**config.mk**
```make
export PLATFORM = sky130hd
export DESIGN_NAME = fruit_projectile
export DESIGN_NICKNAME = d
export VERILOG_FILES = /design/src/rtl/fruit_pkg.sv /design/src/rtl/fruit_axis.sv /design/src/rtl/fruit_projectile.sv
export SDC_FILE = /design/constraint.sdc
export NUM_CORES = 1
export LEC_CHECK = 0
export CAP_MARGIN = 20
export CORE_ASPECT_RATIO = 1.25
export CORE_UTILIZATION = 60
export CTS_CLUSTER_DIAMETER = 120
export DETAILED_ROUTE_END_ITERATION = 10
export PLACE_DENSITY = 0.92
export SYNTH_ARGS = -nofsm -noshare
export SYNTH_HDL_FRONTEND = slang
export SYNTH_SLANG_ARGS = --single-unit
export TNS_END_PERCENT = 30
```
**constraint.sdc**
```tcl
create_clock -name frame_clk -period 5.6 [get_ports frame_clk]
set_input_delay 1.12 -clock frame_clk [delete_from_list [all_inputs] [get_ports frame_clk]]
set_output_delay 1.12 -clock frame_clk [all_outputs]
set_load 0.005 [all_outputs]
```
**src/rtl/fruit_pkg.sv**
```systemverilog
// Shared state encoding, fixed-point scale and default playfield geometry
// for the fruit trajectory engine.
package fruit_pkg;

    typedef enum logic [1:0] {
        IDLE   = 2'd0,
        FLIGHT = 2'd1,
        SLICED = 2'd2
    } fruit_state_e;

    localparam int FRAC_BITS_DEF = 4;
    localparam int X_MIN_DEF     = 0;
    localparam int X_MAX_DEF     = 639;
    localparam int Y_LAUNCH_DEF  = 500;
    localparam int Y_OFF_DEF     = 560;

endpackage

```
**src/rtl/fruit_axis.sv**
```systemverilog
// One-axis fixed-point integrator: pos += old vel, then vel = min(vel + ACCEL, V_TERM),
// with optional clamp-and-reflect against [LO_PX, HI_PX] on the integer position.
module fruit_axis #(
    parameter int POS_W     = 15,
    parameter int VW        = 11,
    parameter int FRAC_BITS = 4,
    parameter int ACCEL     = 0,
    parameter int V_TERM    = 1023,
    parameter bit BOUNCE    = 1'b0,
    parameter int LO_PX     = 0,
    parameter int HI_PX     = 0,
    parameter int RST_PX    = 0
) (
    input  logic                    frame_clk,
    input  logic                    Reset,
    input  logic                    load,
    input  logic                    halt,
    input  logic                    step,
    input  logic signed [POS_W-1:0] load_pos,
    input  logic signed [VW-1:0]    load_vel,
    output logic signed [POS_W-1:0] pos,
    output logic signed [VW-1:0]    vel
);
    localparam int IW = POS_W - FRAC_BITS;
    localparam logic signed [POS_W-1:0] LO_FP  = POS_W'(LO_PX * (2 ** FRAC_BITS));
    localparam logic signed [POS_W-1:0] HI_FP  = POS_W'(HI_PX * (2 ** FRAC_BITS));
    localparam logic signed [POS_W-1:0] RST_FP = POS_W'(RST_PX * (2 ** FRAC_BITS));
    localparam logic signed [IW-1:0]    LO_I   = IW'(LO_PX);
    localparam logic signed [IW-1:0]    HI_I   = IW'(HI_PX);
    localparam logic signed [VW:0]      ACC_W  = (VW + 1)'(ACCEL);
    localparam logic signed [VW:0]      TERM_W = (VW + 1)'(V_TERM);

    logic signed [POS_W-1:0] pos_sum, pos_n;
    logic signed [IW-1:0]    pos_int;
    logic signed [VW:0]      vel_acc;
    logic signed [VW-1:0]    vel_step, vel_n;

    always_comb begin
        pos_sum  = pos + {{(POS_W - VW){vel[VW-1]}}, vel};
        pos_int  = pos_sum[POS_W-1:FRAC_BITS];
        // one guard bit so the terminal-velocity compare cannot wrap
        vel_acc  = {vel[VW-1], vel} + ACC_W;
        vel_step = (vel_acc > TERM_W) ? TERM_W[VW-1:0] : vel_acc[VW-1:0];
        pos_n    = pos_sum;
        vel_n    = vel_step;
        if (BOUNCE) begin
            if (pos_int < LO_I) begin
                pos_n = LO_FP;
                vel_n = -vel_step;
            end else if (pos_int > HI_I) begin
                pos_n = HI_FP;
                vel_n = -vel_step;
            end
        end
    end

    always_ff @(posedge frame_clk) begin
        if (Reset) begin
            pos <= RST_FP;
            vel <= '0;
        end else if (load) begin
            pos <= load_pos;
            vel <= load_vel;
        end else if (halt) begin
            vel <= '0;
        end else if (step) begin
            pos <= pos_n;
            vel <= vel_n;
        end
    end

endmodule

```
**src/rtl/fruit_projectile.sv**
```systemverilog
// Single fruit slot: launches on handshake, flies a gravity parabola with wall bounces,
// and retires on slice (after a hold) or when it drops offstage.
//   state  | meaning
//   IDLE   | parked, waiting for launch_req
//   FLIGHT | integrating motion each frame
//   SLICED | frozen, counting down the hold before release
module fruit_projectile
    import fruit_pkg::*;
#(
    parameter int COORD_W      = 10,
    parameter int VEL_W        = 10,
    parameter int FRAC_BITS    = FRAC_BITS_DEF,
    parameter int GRAVITY      = 4,
    parameter int VY_TERM      = 160,
    parameter int Y_LAUNCH     = Y_LAUNCH_DEF,
    parameter int Y_OFF        = Y_OFF_DEF,
    parameter int X_MIN        = X_MIN_DEF,
    parameter int X_MAX        = X_MAX_DEF,
    parameter int SIZE         = 15,
    parameter int SLICE_FRAMES = 8
) (
    input  logic               frame_clk,
    input  logic               Reset,
    input  logic               launch_req,
    input  logic [COORD_W-1:0] launch_x,
    input  logic [VEL_W-1:0]   launch_vy,
    input  logic [VEL_W-1:0]   launch_vx,
    input  logic               launch_neg,
    input  logic               slice,
    output logic               launch_ack,
    output logic               active,
    output logic               sliced,
    output logic               hit_done,
    output logic               missed,
    output logic [COORD_W-1:0] fruitX,
    output logic [COORD_W-1:0] fruitY,
    output logic [COORD_W-1:0] fruitS
);
    localparam int POS_W = COORD_W + 1 + FRAC_BITS;
    localparam int VW    = VEL_W + 1;
    localparam int IW    = COORD_W + 1;
    localparam int CNT_W = (SLICE_FRAMES > 1) ? $clog2(SLICE_FRAMES) : 1;
    localparam logic signed [IW-1:0]    Y_OFF_I     = IW'(Y_OFF);
    localparam logic signed [POS_W-1:0] Y_LAUNCH_FP = POS_W'(Y_LAUNCH * (2 ** FRAC_BITS));

    fruit_state_e state, state_n;
    logic [CNT_W-1:0] cnt, cnt_n;
    logic ack_n, miss_n, done_n;
    logic load, halt, step;
    logic signed [POS_W-1:0] x_pos, y_pos, x_load;
    logic signed [VW-1:0]    vx, vy, vx_mag, vx_load, vy_load;
    logic signed [IW-1:0]    x_int, y_int;
    logic unused_bits;

    assign x_load  = {1'b0, launch_x, {FRAC_BITS{1'b0}}};
    assign vx_mag  = {1'b0, launch_vx};
    assign vx_load = launch_neg ? -vx_mag : vx_mag;
    assign vy_load = -$signed({1'b0, launch_vy});
    assign x_int   = x_pos[POS_W-1:FRAC_BITS];
    assign y_int   = y_pos[POS_W-1:FRAC_BITS];

    fruit_axis #(
        .POS_W(POS_W), .VW(VW), .FRAC_BITS(FRAC_BITS),
        .ACCEL(0), .V_TERM((2 ** VEL_W) - 1), .BOUNCE(1'b1),
        .LO_PX(X_MIN + SIZE), .HI_PX(X_MAX - SIZE), .RST_PX(X_MIN)
    ) u_axis_x (
        .frame_clk(frame_clk), .Reset(Reset), .load(load), .halt(halt), .step(step),
        .load_pos(x_load), .load_vel(vx_load), .pos(x_pos), .vel(vx)
    );

    fruit_axis #(
        .POS_W(POS_W), .VW(VW), .FRAC_BITS(FRAC_BITS),
        .ACCEL(GRAVITY), .V_TERM(VY_TERM), .BOUNCE(1'b0),
        .LO_PX(0), .HI_PX(0), .RST_PX(Y_LAUNCH)
    ) u_axis_y (
        .frame_clk(frame_clk), .Reset(Reset), .load(load), .halt(halt), .step(step),
        .load_pos(Y_LAUNCH_FP), .load_vel(vy_load), .pos(y_pos), .vel(vy)
    );

    always_comb begin
        state_n = state;
        cnt_n   = cnt;
        ack_n   = 1'b0;
        miss_n  = 1'b0;
        done_n  = 1'b0;
        load    = 1'b0;
        halt    = 1'b0;
        step    = 1'b0;
        case (state)
            IDLE: begin
                if (launch_req) begin
                    load    = 1'b1;
                    ack_n   = 1'b1;
                    state_n = FLIGHT;
                end
            end
            FLIGHT: begin
                // slice outranks the offstage check when both land on one frame
                if (slice) begin
                    halt    = 1'b1;
                    cnt_n   = CNT_W'(SLICE_FRAMES - 1);
                    state_n = SLICED;
                end else if ((y_int >= Y_OFF_I) && !vy[VW-1] && (vy != '0)) begin
                    miss_n  = 1'b1;
                    state_n = IDLE;
                end else begin
                    step = 1'b1;
                end
            end
            SLICED: begin
                if (cnt == '0) begin
                    done_n  = 1'b1;
                    state_n = IDLE;
                end else begin
                    cnt_n = cnt - 1'b1;
                end
            end
            default: state_n = IDLE;
        endcase
    end

    always_ff @(posedge frame_clk) begin
        if (Reset) begin
            state      <= IDLE;
            cnt        <= '0;
            launch_ack <= 1'b0;
            missed     <= 1'b0;
            hit_done   <= 1'b0;
        end else begin
            state      <= state_n;
            cnt        <= cnt_n;
            launch_ack <= ack_n;
            missed     <= miss_n;
            hit_done   <= done_n;
        end
    end

    // a non-negative IW-bit integer already fits in COORD_W bits, so only the low side clamps
    assign fruitX = x_int[IW-1] ? '0 : x_int[COORD_W-1:0];
    assign fruitY = y_int[IW-1] ? '0 : y_int[COORD_W-1:0];
    assign fruitS = COORD_W'(SIZE);
    assign active = (state != IDLE);
    assign sliced = (state == SLICED);

    assign unused_bits = ^{vx, x_pos[FRAC_BITS-1:0], y_pos[FRAC_BITS-1:0]};

endmodule

```
; ---- Yosys cells after proc, flatten, opt, wreduce, memory -nomap -nowiden
; Cells that the tools add are included.
[op_classes]
bitwise = 3
reduce_logical = 17
eq_ne = 8
add_sub_neg = 7
order_cmp = 5
n_mux = 35
[ops]
columns = cell, n
row1 = 2-to-1 mux 11 bit, 11
row2 = 2-to-1 mux 14 bit, 3
row3 = adder 15 bit, 2
row4 = 2-to-1 mux 15 bit, 2
row5 = > comparator 11 bit (second input constant), 2
row6 = negator 10 -> 11 bit, 2
row7 = 2-to-1 mux 10 bit, 2
row8 = adder 11 x 4 -> 12 bit (second input constant), 1
row9 = > comparator 12 x 9 -> 1 bit (second input constant), 1
row10 = greater-or-equal comparator 11 bit (second input constant), 1
row11 = < comparator 11 x 5 -> 1 bit (second input constant), 1
row12 = negator 11 bit, 1
row13 = nonzero test 11 bit, 1
row14 = 2-to-1 mux 1 bit, 9
row15 = 2-to-1 mux 2 bit, 4
row16 = inequality test 2 bit (second input constant), 4
row17 = 2-to-1 mux 3 bit, 2
row18 = one-hot mux 2 bit (3 select lines), 1
row19 = one-hot mux 3 bit (2 select lines), 1
row20 = AND reduction 3 bit, 2
row21 = nonzero test 2 bit, 3
row22 = AND reduction 2 bit, 2
row23 = OR reduction 2 bit, 2
row24 = logical NOT 3 bit, 1
row25 = other kinds (11), 14
[totals]
ff_bits = 60
word_cells = 85
inputBits = 35
output_inout_bits = 35

; ---- Depth between registers and ports, before layout
[logic_depth]
ltp_word = 9
mapped_depth = 14
ltp_nobuf = 12

; ---- By module
; From an unflattened synthesis, not the netlist that was laid out.
[hier_totals]
hier_cells = 707
hier_area_um2 = 5520.3
[modules_own_cells]
columns = module, seq_area_each_um2, area_each_um2, n_inst, cells_per_inst
row1 = fruit_axis (u_axis_x), 520.5, 2466.1, 1, 330
row2 = fruit_axis (u_axis_y), 520.5, 2049.5, 1, 249
row3 = fruit_projectile, 160.2, 1004.7, 1, 128

; ---- Worst setup path after synthesis
; No wires, ideal clock.
[synth_path]
path_type = flip-flop to flip-flop
start = reg u_axis_x.vel[0]
end = reg u_axis_x.pos[2]
synth_period_minus_slack_ns = 2.996
t_required_ns = 5.530
slack_ns = 2.604
path_buffers = 0
setup_ns = 0.070
arrival_time_ns = 2.925
path_stages_with_launch = 13
path_cell_list = dfxtp_1 ha_1 inv_1 fa_1 nand2b_1 a21oi_1 o21ai_2 o311ai_1 xnor2_1 o311a_1 a31oi_2 or4_1 a21oi_1
[synth_via]
elab_chain_len = 4
word_cells_on_any_way = 5
classes_between = add/sub (1) / order compare (2) / mux (2)
[synth_lines]
columns = element, line_no
row1 = from (decl), fruit_axis.sv:22  ; output logic signed [VW-1:0] vel
row2 = from (signal assigned), fruit_axis.sv:63  ; vel <= load_vel;
row3 = from (signal assigned), fruit_axis.sv:68  ; vel <= vel_n;
row4 = adder 15 bit *, fruit_axis.sv:39  ; pos_sum = pos + {{(POS_W - VW){vel[VW-1]}}, vel};
row5 = > comparator 11 bit, fruit_axis.sv:50  ; end else if (pos_int > HI_I) begin
row6 = 2-to-1 mux 15 bit, fruit_axis.sv:50
row7 = 2-to-1 mux 15 bit *, fruit_axis.sv:47  ; if (pos_int < LO_I) begin
row8 = to (signal assigned), fruit_axis.sv:62  ; pos <= load_pos;
row9 = to (signal assigned), fruit_axis.sv:67  ; pos <= pos_n;
row10 = to (decl), fruit_axis.sv:21  ; output logic signed [POS_W-1:0] pos,
; Every way passes the cells marked *; elsewhere a longest branch is shown, timed or not.
; A chain may end at the register's enable or synchronous reset.

; ---- Worst setup path in the final report
[layout_path]
start = reg u_axis_x.vel[0]
end = reg u_axis_x.vel[6]
[layout_via]
elab_chain_len = 8
word_cells_on_any_way = 11
classes_between = add/sub (2) / order compare (3) / mux (6)
[layout_lines]
columns = element, line_no
row1 = > comparator 11 bit, fruit_axis.sv:43  ; vel_step = (vel_acc > TERM_W) ? TERM_W[VW-1:0] : vel_acc[VW-1:0];
row2 = 2-to-1 mux 11 bit, fruit_axis.sv:43
row3 = negator 11 bit, "fruit_axis.sv:49, fruit_axis.sv:52"
row4 = 2-to-1 mux 11 bit, fruit_axis.sv:50
row5 = 2-to-1 mux 11 bit *, fruit_axis.sv:47
row6 = 2-to-1 mux 11 bit *, fruit_axis.sv:66  ; end else if (step) begin
row7 = 2-to-1 mux 11 bit *, fruit_axis.sv:64  ; end else if (halt) begin
row8 = 2-to-1 mux 11 bit *, fruit_axis.sv:61  ; end else if (load) begin
; Every way passes the cells marked *; elsewhere a longest branch is shown, timed or not. The select of a mux whose other input is x is not followed.

==> metrics.md <==
| Metric | Value |
|---|---|
| Synth Warn # | `0` |
| Setup_tns | `0 ps` |
| Worst slew margin | `0.318` |
| IO Pins | `70` |
| Vias in the first global route | `5118` |
| Drt first pass iters | `5` |
| Setup Crit Path Kind | `reg2reg` |
| Iter 0 DRT Violations | `447` |
| Top_reg_cell synth | `dfxtp_1` |
| Worst-Margin Slew | `1020 ps` |
| Syn avg cell area | `7.71 µm²` |
| Die X-Extent | `83.7 µm` |
| GR Util All Layers | `0.322` |
| Critical Path RT | `5820 ps` |
| Buf+Inv Stages, Crit Path | `1` |
| Fmax | `0.256 GHz` |
| Pin count of the biggest net entering global routing | `41` |
| Worst hold stages | `2` |
| Grt ovf | `0` |
| Post-CTS Resized | `0` |
| # diodes | `0` |
| First-pass GRT wire length | `23000 µm` |
| Worst hold path type | `reg2reg` |
| CTS tree | `done` |
| Sequential-to-total area share from yosys stat | `0.240` |
| Setup Fix Bufs, Post-CTS | `0` |
| Crit-path max cell delay | `850 ps` |
| Max VDD drop | `0.000224 V` |
| Design area | `5780 µm²` |
| Post-layout nets | `762` |
| Total wire length | `14000 µm` |
| Worst reg2reg path startpoint | `u_axis_x.vel[0]` |
| Post-DP HPWL | `10200 µm` |
| Critical Path Start Type | `flip-flop` |
| Crit path cell chain | `ha_1 > inv_1 > fa_1 > nand2b_1 > a21oi_1 > o21ai_2 > a31oi_1 > xor2_1 > nor3_1 > a31oi_2 > and2_2 > a311oi_2` |
| Fill cell count | `586` |
| Fin util | `0.729` |
| ANT nets after route | `0` |
| Critical Path Slowest Stage Cell | `a31oi_2` |
| Hold Buf Count CTS | `0` |
| Cell Area, Placed | `5560 µm²` |
| Area of the core | `7930 µm²` |
| Total leakage power | `0.00225 µW` |
| Via count | `5287` |
| Largest cells by area after synthesis | `dfxtp_1 (24%), ha_1 (8.8%), a21oi_1 (5.5%)` |
| R2R cell count | `12` |
| Starting density of the core | `0.631` |
| Post-Syn Instances | `649` |
| Total clock sinks | `60` |
| Vias per inst | `6.69` |
| CTS root buf | `clkbuf_8` |
| Synthesized cell area | `5000 µm²` |
| Nature of the critical path endpoint | `flip-flop` |
| FF-to-FF setup slack | `1690 ps` |
| Pins Over Slew Limit | `0` |
| Final setup viols | `0` |
| WP data arrival | `4130 ps` |
| Drt wl/cell | `17.7 µm` |
| Hold Crit Endpoint | `u_axis_x.pos[3]` |
| Min-delay src | `u_axis_x.pos[3]` |
| Clk Latency, worst-skew pair | `350 ps` |
| Synth top area share | `0.240` |
| Max-Cap Viols | `0` |
| Cell taking the most area after synthesis | `dfxtp_1` |
| Routability cong. | `1.01` |
| Die Ht | `104 µm` |
| Area Overhead vs Synth | `15.4%` |
| Synth unique cells | `76` |
| Yosys reg bits | `60` |
| Async set-reset flop share out of synthesis | `0` |
| Clock Tree Buf Depth | `2` |
| DRC | `0` |
| Post-synth EDFFs | `0` |
| Cell Rows | `36` |
| CP delay by family, top | `compound AO/OA/AOI/OAI gates` |
| Clk slew on worst S/H paths | `70 ps` |
| Final hold viol count | `0` |
| CTS HTree Levels | `3` |
| Die area | `8710 µm²` |
| Antenna violations before repair | `0` |
| Fin Clk Skew | `12.5 ps` |
| Port bufs | `59` |
| Max FO, Critical Path | `21` |
| RSZ-0062 raised after global routing | `false` |
| Crit. path cell count | `12` |
| Period utilization | `0.698` |
| Final worst path period need | `3910 ps` |
| Worst R2R End | `u_axis_x.vel[6]` |
| Outcome | `complete, no violations` |
| Pwr dens | `297 nW/µm²` |
| Tot Pwr | `1720 µW` |
| Cts bufs inserted | `9` |
| Layout cells sized above 1 | `0.0576` |
routing by layer:
metal | wire length (µm) | vias up | GRT usage
met4 | 675 | 0 | 0.192
met3 | 934 | 60 | 0.0540
met2 | 7220 | 272 | 0.589
met5 | 0 | - | 0
met1 | 5190 | 2506 | 0.341
li1 | - | 2449 | -
worst min-delay path, cell delays in order (launching register included):
cell,delay (ps)
dfxtp_1,310
nand2_1,60
a21oi_1,50
cells in the final DEF, fill, tap and decap left out, types with 4 or more instances in the layout:
master           netlist  layout
xnor2_1               26      26
clkbuf_8               0       9
nor4_1                 4       4
clkdlybuf4s50_1        0      59
a2bb2oi_1              4       4
nor3_1                13      13
dfxtp_1               60      60
a311oi_2               4       4
xor2_1                16      16
o21bai_1               5       5
o31ai_1                5       5
o32ai_1                4       4
inv_1                 30      30
a21oi_1               55      55
o21ai_1                8       8
nand4_1                8       8
o21a_1                 5       5
a31oi_1               11      11
o21ai_0               20      20
and3_1                 8       8
or3_1                  9       9
nand2b_1              13      13
a22oi_1               13      13
nand2_1               61      61
nor2b_1               26      26
ha_1                  35      35
conb_1                 2      10
o211ai_1              16      16
buf_4                 11       4
a21o_1                 8       8
nand3_1               15      15
nor2_1                53      53
a222oi_1               4       4
o22ai_1                4       4
layout make-up:
class | count | area (µm²) | area share
clock buffer | 10 | 128 | 0.0221
clock inverter | 6 | 88.8 | 0.0154
inverter | 30 | 113 | 0.0195
multi-input combinational | 526 | 3510 | 0.607
sequential | 60 | 1200 | 0.208
tap | 95 | 119 | 0.0206
timing repair buffer | 63 | 621 | 0.107
registers in the layout (all words and copies together) (netlist names):
name and cells:
u_axis_y.vel 11, hit_done 1, missed 1, state 2, cnt 3, launch_ack 1, u_axis_y.pos 15, u_axis_x.pos 15
u_axis_x.vel 11
Yosys cell counts, drive strengths merged, types with 6 or more instances:
| master | number |
|---|---|
| nand2 | 61 |
| dfxtp | 60 |
| a21oi | 58 |
| nor2 | 54 |
| ha | 35 |
| inv | 30 |
| o21ai | 29 |
| nor2b | 26 |
| xnor2 | 26 |
| clkbuf | 21 |
| buf | 20 |
| o211ai | 17 |
| xor2 | 16 |
| nand3 | 15 |
| a22oi | 13 |
| nand2b | 13 |
| nor3 | 13 |
| a31oi | 12 |
| or3 | 9 |
| a21o | 8 |
| and3 | 8 |
| nand4 | 8 |
| a311oi | 6 |
how the worst max path moves through the flow:
stage | from | to
CTS | u_axis_x.vel[0] | u_axis_x.vel[6]
finish | u_axis_x.vel[0] | u_axis_x.vel[6]
global placement | u_axis_x.vel[0] | u_axis_x.vel[9]
floorplan | u_axis_x.vel[0] | u_axis_x.pos[2]
detailed placement | u_axis_x.vel[0] | u_axis_x.vel[6]
global route | u_axis_x.vel[0] | u_axis_x.vel[9]
report_power, final:
group	switching, µW	internal (µW)
Clock	186	250
Combinational	445	293
Sequential	71.9	470
cells by family (layout without fill, tap and decap cells):
kind of cell,count (synthesis),count (layout),synth area share
simple gates,234,234,0.238
compound gates,201,201,0.283
buf+inv,71,109,0.0650
flops,60,60,0.240
xor+xnor,42,42,0.0735
fa+ha+maj,37,37,0.0955
other cells,2,10,0.00150
mux,2,2,0.00400
through the flow:
stage / hold slack, ps / setup WS, ps / instances
final: 466 / 1690 / 790
after global routing: 494 / 1420 / 790
after CTS: 466 / 1730 / 790
after detailed placement: 457 / 1770 / 774
after global placement: 444 / 2050 / 774
after floorplan: 436 / 2600 / 657
(Power assumes the default switching activity.)
